--- config.mk ---
export PLATFORM = sky130hd
export DESIGN_NAME = vga_sync_gen
export DESIGN_NICKNAME = d
export VERILOG_FILES = /design/src/rtl/vga_sync_gen.sv
export SDC_FILE = /design/constraint.sdc
export NUM_CORES = 1
export LEC_CHECK = 0
export ABC_AREA = 1
export ABC_CLOCK_PERIOD_IN_PS = 1300
export CAP_MARGIN = 20
export CORE_ASPECT_RATIO = 0.9
export CORE_UTILIZATION = 44
export CTS_BUF_LIST = sky130_fd_sc_hd__clkbuf_16
export DETAILED_ROUTE_END_ITERATION = 8
export PLACE_DENSITY = 0.7
export SYNTH_ARGS = -nofsm -noshare
export SYNTH_HDL_FRONTEND = slang
export SYNTH_SLANG_ARGS = --single-unit
--- constraint.sdc ---
create_clock -name wb_clk_i -period 1.3 [get_ports wb_clk_i]
set_input_delay 0.195 -clock wb_clk_i [delete_from_list [all_inputs] [get_ports wb_clk_i]]
set_output_delay 0.195 -clock wb_clk_i [all_outputs]
set_load 0.01 [all_outputs]
--- src/rtl/vga_sync_gen.sv ---
// VGA pixel-timing generator: free-running h/v counters gated by pix_ce, plus
// registered sync, display-enable, blanked colour and line/frame start pulses.
module vga_sync_gen #(
   parameter int unsigned H_ACTIVE = 640,
   parameter int unsigned H_FP     = 24,
   parameter int unsigned H_SYNC   = 40,
   parameter int unsigned H_BP     = 128,
   parameter int unsigned V_ACTIVE = 480,
   parameter int unsigned V_FP     = 9,
   parameter int unsigned V_SYNC   = 3,
   parameter int unsigned V_BP     = 28,
   parameter int unsigned CW       = 10
) (
   input  logic          wb_clk_i,
   input  logic          wb_rst_i,
   input  logic          pix_ce,
   input  logic [2:0]    rgb_in,
   output logic [CW-1:0] x,
   output logic [CW-1:0] y,
   output logic          hsync,
   output logic          vsync,
   output logic          de,
   output logic [2:0]    rgb,
   output logic          line_start,
   output logic          frame_start
);

   localparam logic [CW-1:0] H_LAST   = CW'(H_ACTIVE + H_FP + H_SYNC + H_BP - 1);
   localparam logic [CW-1:0] V_LAST   = CW'(V_ACTIVE + V_FP + V_SYNC + V_BP - 1);
   localparam logic [CW-1:0] H_VIS    = CW'(H_ACTIVE);
   localparam logic [CW-1:0] V_VIS    = CW'(V_ACTIVE);
   localparam logic [CW-1:0] HS_BEG   = CW'(H_ACTIVE + H_FP);
   localparam logic [CW-1:0] HS_END   = CW'(H_ACTIVE + H_FP + H_SYNC);
   localparam logic [CW-1:0] VS_BEG   = CW'(V_ACTIVE + V_FP);
   localparam logic [CW-1:0] VS_END   = CW'(V_ACTIVE + V_FP + V_SYNC);

   logic [CW-1:0] h_q, h_d;
   logic [CW-1:0] v_q, v_d;
   logic          hsync_q, hsync_d;
   logic          vsync_q, vsync_d;
   logic          de_q, de_d;
   logic [2:0]    rgb_q, rgb_d;
   logic          ls_q, ls_d;
   logic          fs_q, fs_d;

   always_comb begin
      h_d = h_q;
      v_d = v_q;
      if (pix_ce) begin
         if (h_q == H_LAST) begin
            h_d = '0;
            v_d = (v_q == V_LAST) ? '0 : v_q + CW'(1);
         end else begin
            h_d = h_q + CW'(1);
         end
      end
   end

   // Decodes use the pre-edge counters so every registered output lags x/y by one step.
   always_comb begin
      de_d    = (h_q < H_VIS) && (v_q < V_VIS);
      hsync_d = !((h_q >= HS_BEG) && (h_q < HS_END));
      vsync_d = !((v_q >= VS_BEG) && (v_q < VS_END));
      rgb_d   = de_d ? rgb_in : '0;
      ls_d    = (h_q == '0);
      fs_d    = (h_q == '0) && (v_q == '0);
   end

   always_ff @(posedge wb_clk_i) begin
      if (wb_rst_i) begin
         h_q     <= '0;
         v_q     <= '0;
         hsync_q <= 1'b1;
         vsync_q <= 1'b1;
         de_q    <= 1'b0;
         rgb_q   <= '0;
         ls_q    <= 1'b0;
         fs_q    <= 1'b0;
      end else begin
         h_q <= h_d;
         v_q <= v_d;
         if (pix_ce) begin
            hsync_q <= hsync_d;
            vsync_q <= vsync_d;
            de_q    <= de_d;
            rgb_q   <= rgb_d;
            ls_q    <= ls_d;
            fs_q    <= fs_d;
         end else begin
            ls_q <= 1'b0;
            fs_q <= 1'b0;
         end
      end
   end

   assign x           = h_q;
   assign y           = v_q;
   assign hsync       = hsync_q;
   assign vsync       = vsync_q;
   assign de          = de_q;
   assign rgb         = rgb_q;
   assign line_start  = ls_q;
   assign frame_start = fs_q;

endmodule
# Word-level counts from Yosys, hierarchy flattened
# Cells that the tools add are included.
# W data, S select, Z words.
dict set report totals {
  regBits 28
  ram_bits 0
  wordCells 32
  inputBits 6
  latchBits 0
  mem_count 0
  mem_bits_ro 0
  out_inout_bits 28
}
dict set report classes {
  magnitude_cmp 6
  n_mul 0
  eq_ne 2
  n_shift 0
  n_bitwise 1
  addsub 2
  n_div 0
  n_reduce_logical 10
  mux 3
}
# cell count
set op_table {}
lappend op_table {{$add A10 B1 Y10 const B} 2}
lappend op_table {{$eq A10 B10 Y1 const B} 2}
lappend op_table {{$logic_not A10 Y1} 2}
lappend op_table {{$lt A10 B10 Y1 const B} 2}
lappend op_table {{$lt A10 B9 Y1 const B} 2}
lappend op_table {{$mux W10} 2}
lappend op_table {{$ge A10 B10 Y1 const B} 1}
lappend op_table {{$ge A10 B9 Y1 const B} 1}
lappend op_table {{$logic_and A1 B1 Y1} 4}
lappend op_table {{$mux W3} 1}
lappend op_table {{$logic_not A1 Y1} 2}
lappend op_table {{$reduce_and A2 Y1} 1}
lappend op_table {{$reduce_or A2 Y1} 1}
lappend op_table {{$not A1 Y1} 1}

# Logic depth before layout (Yosys ltp)
# Gate-level depths: netlist of the first run.
dict set report logic_depth {
  word_depth 3
  mapped_depth 9
}

# Worst setup path after synthesis of the first run
# Ideal clock, no wire load.
dict set report synth_timing {
  kind {reg2reg}
  startpoint {register h_q[1] (netlist: x[1])}
  endpoint {register v_q[9] (netlist: y[9])}
  synth_period_minus_slack_ps 1401
  setup_time_ps 114
  stages_incl_launch_ff 9
  t_arrival_ps 1287
  slack_ps -101
  t_required_ps 1186
  cell_sequence {dfxtp_1 -> ha_1 -> nand2_2 -> nor2_4 -> nand2_4 -> nor2_8 -> nand3_2 -> nor2_1 -> nor2_2}
}
dict set report synth_between {
  elab_chain_cells 2
}
# item line_no
set synth_lines {}
lappend synth_lines {{start: declaration} 37} ;# logic [CW-1:0] h_q, h_d;
lappend synth_lines {{start signal: assignment} 71} ;# h_q <= '0;
lappend synth_lines {{start signal: assignment} 80} ;# h_q <= h_d;
lappend synth_lines {{$eq A10 B10 Y1} 50} ;# if (h_q == H_LAST) begin
lappend synth_lines {{$reduce_and A2 Y1 (no line)} n/a}
lappend synth_lines {{end signal: assignment} 81} ;# v_q <= v_d;
lappend synth_lines {{end: declaration} 38} ;# logic [CW-1:0] v_q, v_d;
# No other way between the ends.
# A chain may end at the register's enable or synchronous reset.

# Worst setup path after layout of the first run
# Same ends and word-level chain as after synthesis.

==> run summary, run 1 <==
Layout
* **Antenna Diode Count** 0
* **Synth-to-Final Area Change** 58.2%
* **Nets** 286
* **utilization after layout** 74.6%
* **fraction of layout instances using a drive strength above 1** 36.0%
* **Final Instance Area** 0.00232 mm2
* **total of fill cells in the finished design** 253

STA
* **clock skew** 0.00394 ns
* **worst setup margin** -0.0261 ns
* **share of the clock period used by the worst path after layout** 102%
* **RSZ-0062 raised after global routing** yes
* **slew of the pin with the lowest slew margin** 0.347 ns
* **final count of pins violating max slew** 0
* **remaining max-slew budget at the tightest pin** 76.8%
* **setup violators final** 1
* **number of endpoints with negative hold slack in the final report** 0
* **highest clock rate** 0.754 GHz
* **final worst path period need** 1.33 ns

Route
* **average via count per standard cell** 4.94
* **DRC violations left** 0
* **Detailed Routing Iterations Pass 1** 4
* **WL/cell** 12.8 um
* **number of antenna-violating nets in the routed design** 0
* **Vias** 1552
* **detailed router's first-iteration violation count** 66
* **Routed WL** 4010 um

Logic synthesis
* **number of standard cells after synthesis** 204
* **most frequent cells after synthesis** sky130_fd_sc_hd__nand2_1, sky130_fd_sc_hd__nor2_1, sky130_fd_sc_hd__dfxtp_1
* **part of the Yosys area used for sequential elements** 38.2%
* **Syn Std Cell Area** 0.00147 mm2
* **count of state elements after synthesis** 28
* **syn avg cell area** 7.20 um2
* **most frequent cell after synthesis** sky130_fd_sc_hd__nand2_1
* **cell type contributing the most total cell area after synthesis** sky130_fd_sc_hd__dfxtp_1
* **number of warning messages in the yosys log** 0
* **most area-consuming cells after synthesis** sky130_fd_sc_hd__dfxtp_1, sky130_fd_sc_hd__nand2_1, sky130_fd_sc_hd__nor2_1
* **flip-flop cell with the highest count after synthesis** sky130_fd_sc_hd__dfxtp_1
* **net count after synthesis** 216
* **ys async rst share** 0%
* **number of different library cells in the post-synthesis netlist** 27
* **top cell type's share of synthesized area** 38.2%
* **number of synthesized flops with an enable pin** 0

Outcome
* **outcome** finished with violations
* **failing checks** setup timing

Global routing
* **pin count of the biggest net entering global routing** 15
* **total congestion overflow** 0
* **initial antenna violation count** 0
* **via count of the first global-routing pass** 1422
* **wire length of the first global-routing pass** 6200 um
* **global-route total usage across every layer** 22.1%

Worst setup path
* **CP Cell Sequence** ha_4 -> nand2_2 -> nor2_4 -> nand2_4 -> nor2_8 -> nand3_2 -> nor2_1 -> nor2_2
* **Crit Path Max Fanout** 5
* **critical path launch point type** flip-flop
* **critical path class** reg2reg
* **delay contributed by the slowest stage of the critical path** 0.36 ns
* **Setup crit end kind** flip-flop
* **Critical Path Slowest Stage Cell** sky130_fd_sc_hd__dfxtp_2
* **launching point of the worst reg2reg path** x[1]$_SDFFE_PP0P_
* **data required time at the worst endpoint** 1.46 ns
* **arrival time of the worst setup path** 1.48 ns
* **worst setup path startpoint** x[1]$_SDFFE_PP0P_
* **FF-to-FF path depth** 8

Place
* **detailed placer's ending HPWL** 2780 um
* **Post-Place Cell Area** 0.00207 mm2
* **input/output buffers** 33
* **pre-CTS setup slack** -0.385 ns
* **Placer Congestion** 0.900

Clock network
* **clk slew on worst S/H paths** 0.06 ns
* **hold-fix buffer count after cts** 0
* **number of buffers on the longest clock path** 2
* **clock net sink count** 28
* **number of clock buffers inserted by TritonCTS** 3
* **cell at the root of the clock tree** sky130_fd_sc_hd__clkbuf_16
* **clock network latency to the later pin of the worst-skew pair** 0.26 ns
* **TritonCTS clock tree** done
* **level count of the clock H-tree** 1

Power
* **overall power after layout** 1740 uW
* **cell internal power dissipation** 1370 uW
* **Pwr Density** 747 mW/mm2
* **reported net switching power** 370 uW
* **combinational power share** 9.6%
* **IR drop worst, VDD** 0.502 mV
* **Lkg Pwr** 0.00113 uW
* **proportion of total power due to net switching** 21.3%
* **relative contribution of sequential cells to total power** 51.3%
* **clock power share** 39.1%

Floorplanning
* **Initial Utilization** 47.2%
* **die width** 62.9 um
* **height of the die** 56.8 um
* **placeable core area** 0.00311 mm2
* **# IOs** 34
* **area of the die** 0.00357 mm2
* **floorplan row count** 19

Hold path
* **Worst Min Path Start** rgb[1]$_SDFFE_PP0P_
* **Hold Path Class** reg2reg
* **instance count along the most critical hold path** 2

Job
* **Max Cap Viol** 0

power groups by stage:
stage	sequential, uW	combinational, uW	clock (uW)
3_3_place_gp	910	167	0
6_report	890	167	679
4_1_cts	890	161	691
5_1_grt	892	182	719
2_1_floorplan	922	66.5	0
3_5_place_dp	910	169	0
path summary, 6_finish.rpt:
check             slack (ns)                  end
setup / recovery       -0.03    y[9]$_SDFFE_PP0P_
hold / removal          0.46  rgb[1]$_SDFFE_PP0P_
hold reg to reg         0.46  rgb[1]$_SDFFE_PP0P_
setup reg to reg       -0.03    y[9]$_SDFFE_PP0P_
registers in the layout, summed over array words and instances (netlist names):
register     flops
hsync            1
line_start       1
rgb              3
frame_start      1
y               10
x               10
vsync            1
de               1
kinds of logic (layout without fill, tap and decap cells):
| group | count (synthesis) | after routing | share of synthesized area (%) |
|---|---|---|---|
| DFF | 28 | 28 | 38.2 |
| xor gates and xnor gates | 2 | 2 | 1.19 |
| AOI/OAI and AO/OA | 23 | 23 | 8.60 |
| adders and majority gates | 6 | 6 | 5.11 |
| and+or+nand+nor | 118 | 119 | 39.8 |
| buffers and inverters | 27 | 94 | 7.15 |
layout by cell type, fill, tap and decap left out:
cell	instances
sky130_fd_sc_hd__nand2_1	34
sky130_fd_sc_hd__buf_4	32
sky130_fd_sc_hd__dlygate4sd2_1	27
sky130_fd_sc_hd__nor2_1	24
sky130_fd_sc_hd__inv_1	17
sky130_fd_sc_hd__dfxtp_1	16
sky130_fd_sc_hd__nand3_1	13
sky130_fd_sc_hd__nand2_2	12
sky130_fd_sc_hd__dfxtp_2	12
sky130_fd_sc_hd__a21oi_1	11
sky130_fd_sc_hd__nor2_4	8
sky130_fd_sc_hd__inv_2	7
sky130_fd_sc_hd__nand4_1	6
sky130_fd_sc_hd__nor2_2	5
sky130_fd_sc_hd__nand2_4	4
sky130_fd_sc_hd__o21ai_0	4
sky130_fd_sc_hd__ha_4	4
sky130_fd_sc_hd__clkdlybuf4s50_1	4
sky130_fd_sc_hd__nand3_2	3
sky130_fd_sc_hd__o21ai_1	3
sky130_fd_sc_hd__a211oi_1	3
sky130_fd_sc_hd__clkbuf_16	3
sky130_fd_sc_hd__nor3_1	2
sky130_fd_sc_hd__nand3b_1	2
sky130_fd_sc_hd__a21oi_2	2
sky130_fd_sc_hd__nor4_1	2
sky130_fd_sc_hd__ha_1	2
sky130_fd_sc_hd__dlymetal6s2s_1	2
sky130_fd_sc_hd__inv_6	1
sky130_fd_sc_hd__nand2_8	1
sky130_fd_sc_hd__xor2_1	1
sky130_fd_sc_hd__nor2_8	1
sky130_fd_sc_hd__nor3_4	1
sky130_fd_sc_hd__nor3_2	1
sky130_fd_sc_hd__xnor2_1	1
sky130_fd_sc_hd__buf_6	1
area by class of cell:
cell class	instances	area [um2]	share of cell area, %
Clock buffer	3	75.1	3.23
Inverter	25	98.8	4.25
Multi-Input combinational cell	150	968	41.7
Sequential cell	28	576	24.8
Tap cell	42	52.6	2.26
Timing Repair Buffer	66	553	23.8
worst max-delay path, delay by kind of cell (launching register included):
| kind | cells | cell delay (ns) |
|---|---|---|
| DFF | 1 | 0.36 |
| adders and majority gates | 1 | 0.15 |
| and+or+nand+nor | 7 | 0.72 |
stage by stage:
step	hold slack [ns]	setup TNS, ns	cells
final	0.463	-0.0261	314
after global routing	0.488	-0.759	314
after CTS	0.465	-0.0152	311
after detailed placement	0.456	-6.63	306
after global placement	0.455	-5.53	306
after floorplan	0.369	0	204
metal layers:
layer | track usage [%] | vias up | routed length, um | share of wire [%]
met5 | 0 | - | 0 | 0
met4 | 8.97 | 0 | 46 | 1.1
met3 | 3.05 | 6 | 130 | 3.2
met2 | 35.2 | 36 | 1900 | 47
met1 | 29.8 | 710 | 1940 | 48
li1 | - | 800 | - | -
repair_timing:
| action | 4_1_cts | 5_1_grt |
|---|---|---|
| gates cloned | 0 | 1 |
| setup endpoints to repair | 42 | 18 |
| pin swaps | 6 | 12 |
| buffers inserted | 2 | 2 |
| gates resized for setup | 43 | 38 |
(Power assumes the default switching activity.)
==> run 2, diff against run 1 <==
--- a/config.mk
+++ b/config.mk
@@ -7,8 +7,9 @@
 export LEC_CHECK = 0
 export ABC_AREA = 1
 export ABC_CLOCK_PERIOD_IN_PS = 1300
-export CAP_MARGIN = 20
+export CAP_MARGIN = 40
 export CORE_ASPECT_RATIO = 0.9
+export CORE_MARGIN = 8
 export CORE_UTILIZATION = 44
 export CTS_BUF_LIST = sky130_fd_sc_hd__clkbuf_16
 export DETAILED_ROUTE_END_ITERATION = 8
==> run summary, run 2 (synthesized netlist as in run 1, its figures left out) <==
Outcome
* **outcome** finished with violations
* **failing checks** setup timing

Global routing
* **wire length of the first global-routing pass** 6780 um, +9.5%
* **initial antenna violation count** 0, unchanged
* **global-route total usage across every layer** 14.9%, -7.2 points
* **pin count of the biggest net entering global routing** 17, +2
* **total congestion overflow** 0, unchanged
* **via count of the first global-routing pass** 1459, +2.6%

Power
* **reported net switching power** 404 uW, +9.2%
* **Pwr Density** 815 mW/mm2, +9.1%
* **clock power share** 46.1%, +7.0 points
* **proportion of total power due to net switching** 20.4%, -0.89 points
* **overall power after layout** 1980 uW, +14%
* **cell internal power dissipation** 1570 uW, +15%
* **IR drop worst, VDD** 0.730 mV, +45%
* **relative contribution of sequential cells to total power** 44.8%, -6.5 points
* **Lkg Pwr** 0.00114 uW, +1.6%
* **combinational power share** 9.1%, -0.5 points

STA
* **remaining max-slew budget at the tightest pin** 73.8%, -3.0 points
* **setup violators final** 7, +6
* **clock skew** 0.00378 ns, -0.000160 ns
* **share of the clock period used by the worst path after layout** 105%, +2.7 points
* **number of endpoints with negative hold slack in the final report** 0, unchanged
* **highest clock rate** 0.735 GHz, -2.6%
* **final worst path period need** 1.36 ns, +0.0352 ns
* **final count of pins violating max slew** 0, unchanged
* **worst setup margin** -0.0613 ns, -0.0352 ns
* **slew of the pin with the lowest slew margin** 0.393 ns, +0.0459 ns
* **RSZ-0062 raised after global routing** yes

Layout
* **FF/Latch Area** 587 um2, +2.0%
* **Synth-to-Final Area Change** 65.2%
* **total of fill cells in the finished design** 252, -0.40%
* **Nets** 287, +0.35%
* **non-filler instance count after layout** 318, +1.3%
* **utilization after layout** 74.0%, -0.60 points
* **Final Instance Area** 0.00243 mm2, +4.4%
* **commonest non-fill, non-tap cells in the layout** sky130_fd_sc_hd__nand2_1, sky130_fd_sc_hd__buf_4, sky130_fd_sc_hd__dlygate4sd2_1
* **leading cell type in the layout, fill and taps excluded** sky130_fd_sc_hd__nand2_1
* **Antenna Diode Count** 0, unchanged
* **Multi-input gate area** 998 um2, +3.1%
* **fraction of layout instances using a drive strength above 1** 40.5%, +4.5 points

Hold path
* **Hold Path Class** reg2reg
* **instance count along the most critical hold path** 2, unchanged

Floorplanning
* **placeable core area** 0.00328 mm2, +5.3%
* **# IOs** 34, unchanged
* **die width** 76.9 um, +22%
* **floorplan row count** 20, +1
* **Initial Utilization** 44.8%, -2.4 points
* **height of the die** 70.8 um, +25%
* **area of the die** 0.00545 mm2, +52%

Clock network
* **cell at the root of the clock tree** sky130_fd_sc_hd__clkbuf_16
* **number of clock buffers inserted by TritonCTS** 3, unchanged
* **TritonCTS clock tree** done
* **clock network latency to the later pin of the worst-skew pair** 0.26 ns, about the same
* **level count of the clock H-tree** 1, unchanged
* **hold-fix buffer count after cts** 0, unchanged
* **number of buffers on the longest clock path** 2, unchanged
* **clock net sink count** 28, unchanged
* **clk slew on worst S/H paths** 0.07 ns, about the same

Worst setup path
* **Setup crit end kind** flip-flop
* **CP Cell Sequence** ha_4 -> nand2_4 -> nor2_4 -> nand2_4 -> nor2_8 -> nand3_4 -> nor2_2 -> nor2_2
* **arrival time of the worst setup path** 1.52 ns, +0.04 ns
* **Critical path buffers and inverters** 0, unchanged
* **logic depth of the worst setup path including buffers** 8, unchanged
* **data required time at the worst endpoint** 1.46 ns, about the same
* **CP delay by family, top** simple AND/OR/NAND/NOR gates
* **critical path launch point type** flip-flop
* **Critical Path Slowest Stage Cell** sky130_fd_sc_hd__dfxtp_2
* **FF-to-FF path depth** 8, unchanged
* **critical path class** reg2reg
* **delay contributed by the slowest stage of the critical path** 0.35 ns, about the same
* **Crit Path Max Fanout** 5, unchanged

Place
* **Placer Congestion** 0.822, -8.6%
* **detailed placer's ending HPWL** 2960 um, +6.4%
* **Cells after DPL** 302, -1.3%
* **input/output buffers** 33, unchanged
* **Post-Place Cell Area** 0.00203 mm2, -2.1%

Route
* **average via count per standard cell** 5.11, +3.4%
* **DRC violations left** 0, unchanged
* **detailed router's first-iteration violation count** 128, +94%
* **WL/cell** 14.4 um, +13%
* **Detailed Routing Iterations Pass 1** 4, unchanged
* **number of antenna-violating nets in the routed design** 0, unchanged
* **Routed WL** 4590 um, +14%
* **Vias** 1625, +4.7%

Job
* **Max Cap Viol** 0, unchanged

==> run 2: power by group through the flow <==
stage / Clock (uW) / Sequential, uW / Combinational, uW
floorplan: 0 / 922 / 66.5
global placement: 0 / 909 / 168
detailed placement: 0 / 910 / 169
CTS: 923 / 889 / 169
global route: 965 / 887 / 196
finish: 912 / 885 / 180
==> run 2: per-layer routing <==
metal / up-vias / global-route usage (%) / wire length (um) / part of all wire [%]
met5: - / 0 / 0 / 0
met4: 0 / 3.20 / 34 / 0.74
met3: 6 / 4.68 / 275 / 6.0
met2: 49 / 23.8 / 2300 / 50
met1: 767 / 19.1 / 1990 / 43
li1: 803 / - / - / -
==> run 2: metrics by stage <==
step           hold WS, ns  setup TNS, ns  worst slack [ns]
3_5_place_dp         0.460          -7.44            -0.410
2_1_floorplan        0.369              0            0.0179
5_1_grt              0.491          -1.24            -0.144
6_report             0.464         -0.178           -0.0613
4_1_cts              0.473         -0.665           -0.0892
3_3_place_gp         0.452          -6.45            -0.355
==> run 2: what timing repair did <==
item                                    CTS  global route
buffers inserted                          4             8
gates resized for setup                  49            51
gates cloned                              1             0
endpoints found under the setup margin   47            25
pin swaps                                11            18
==> run 2: cell type report <==
cell class / count / area share (%)
flip-flops and latches: 28 / 24.2
multi-input cells: 150 / 41.2
inverters: 25 / 4.07
clock inverters: 1 / 1.24
repair buffers: 67 / 24.0
well taps: 44 / 2.27
clock buffers: 3 / 3.09
==> run 2: worst paths after layout <==
path                                          start                   to  slack, ns
worst max register to register    x[1]$_SDFFE_PP0P_    y[9]$_SDFFE_PP0P_      -0.06
worst max-delay path              x[1]$_SDFFE_PP0P_    y[9]$_SDFFE_PP0P_      -0.06
worst min register to register  rgb[2]$_SDFFE_PP0P_  rgb[2]$_SDFFE_PP0P_       0.46
worst min-delay path            rgb[2]$_SDFFE_PP0P_  rgb[2]$_SDFFE_PP0P_       0.46
==> run 2: worst min-delay path: stages (launching register included) <==
cell and delay [ns]:
sky130_fd_sc_hd__dfxtp_1 0.31, sky130_fd_sc_hd__nand2_1 0.06, sky130_fd_sc_hd__a21oi_1 0.05
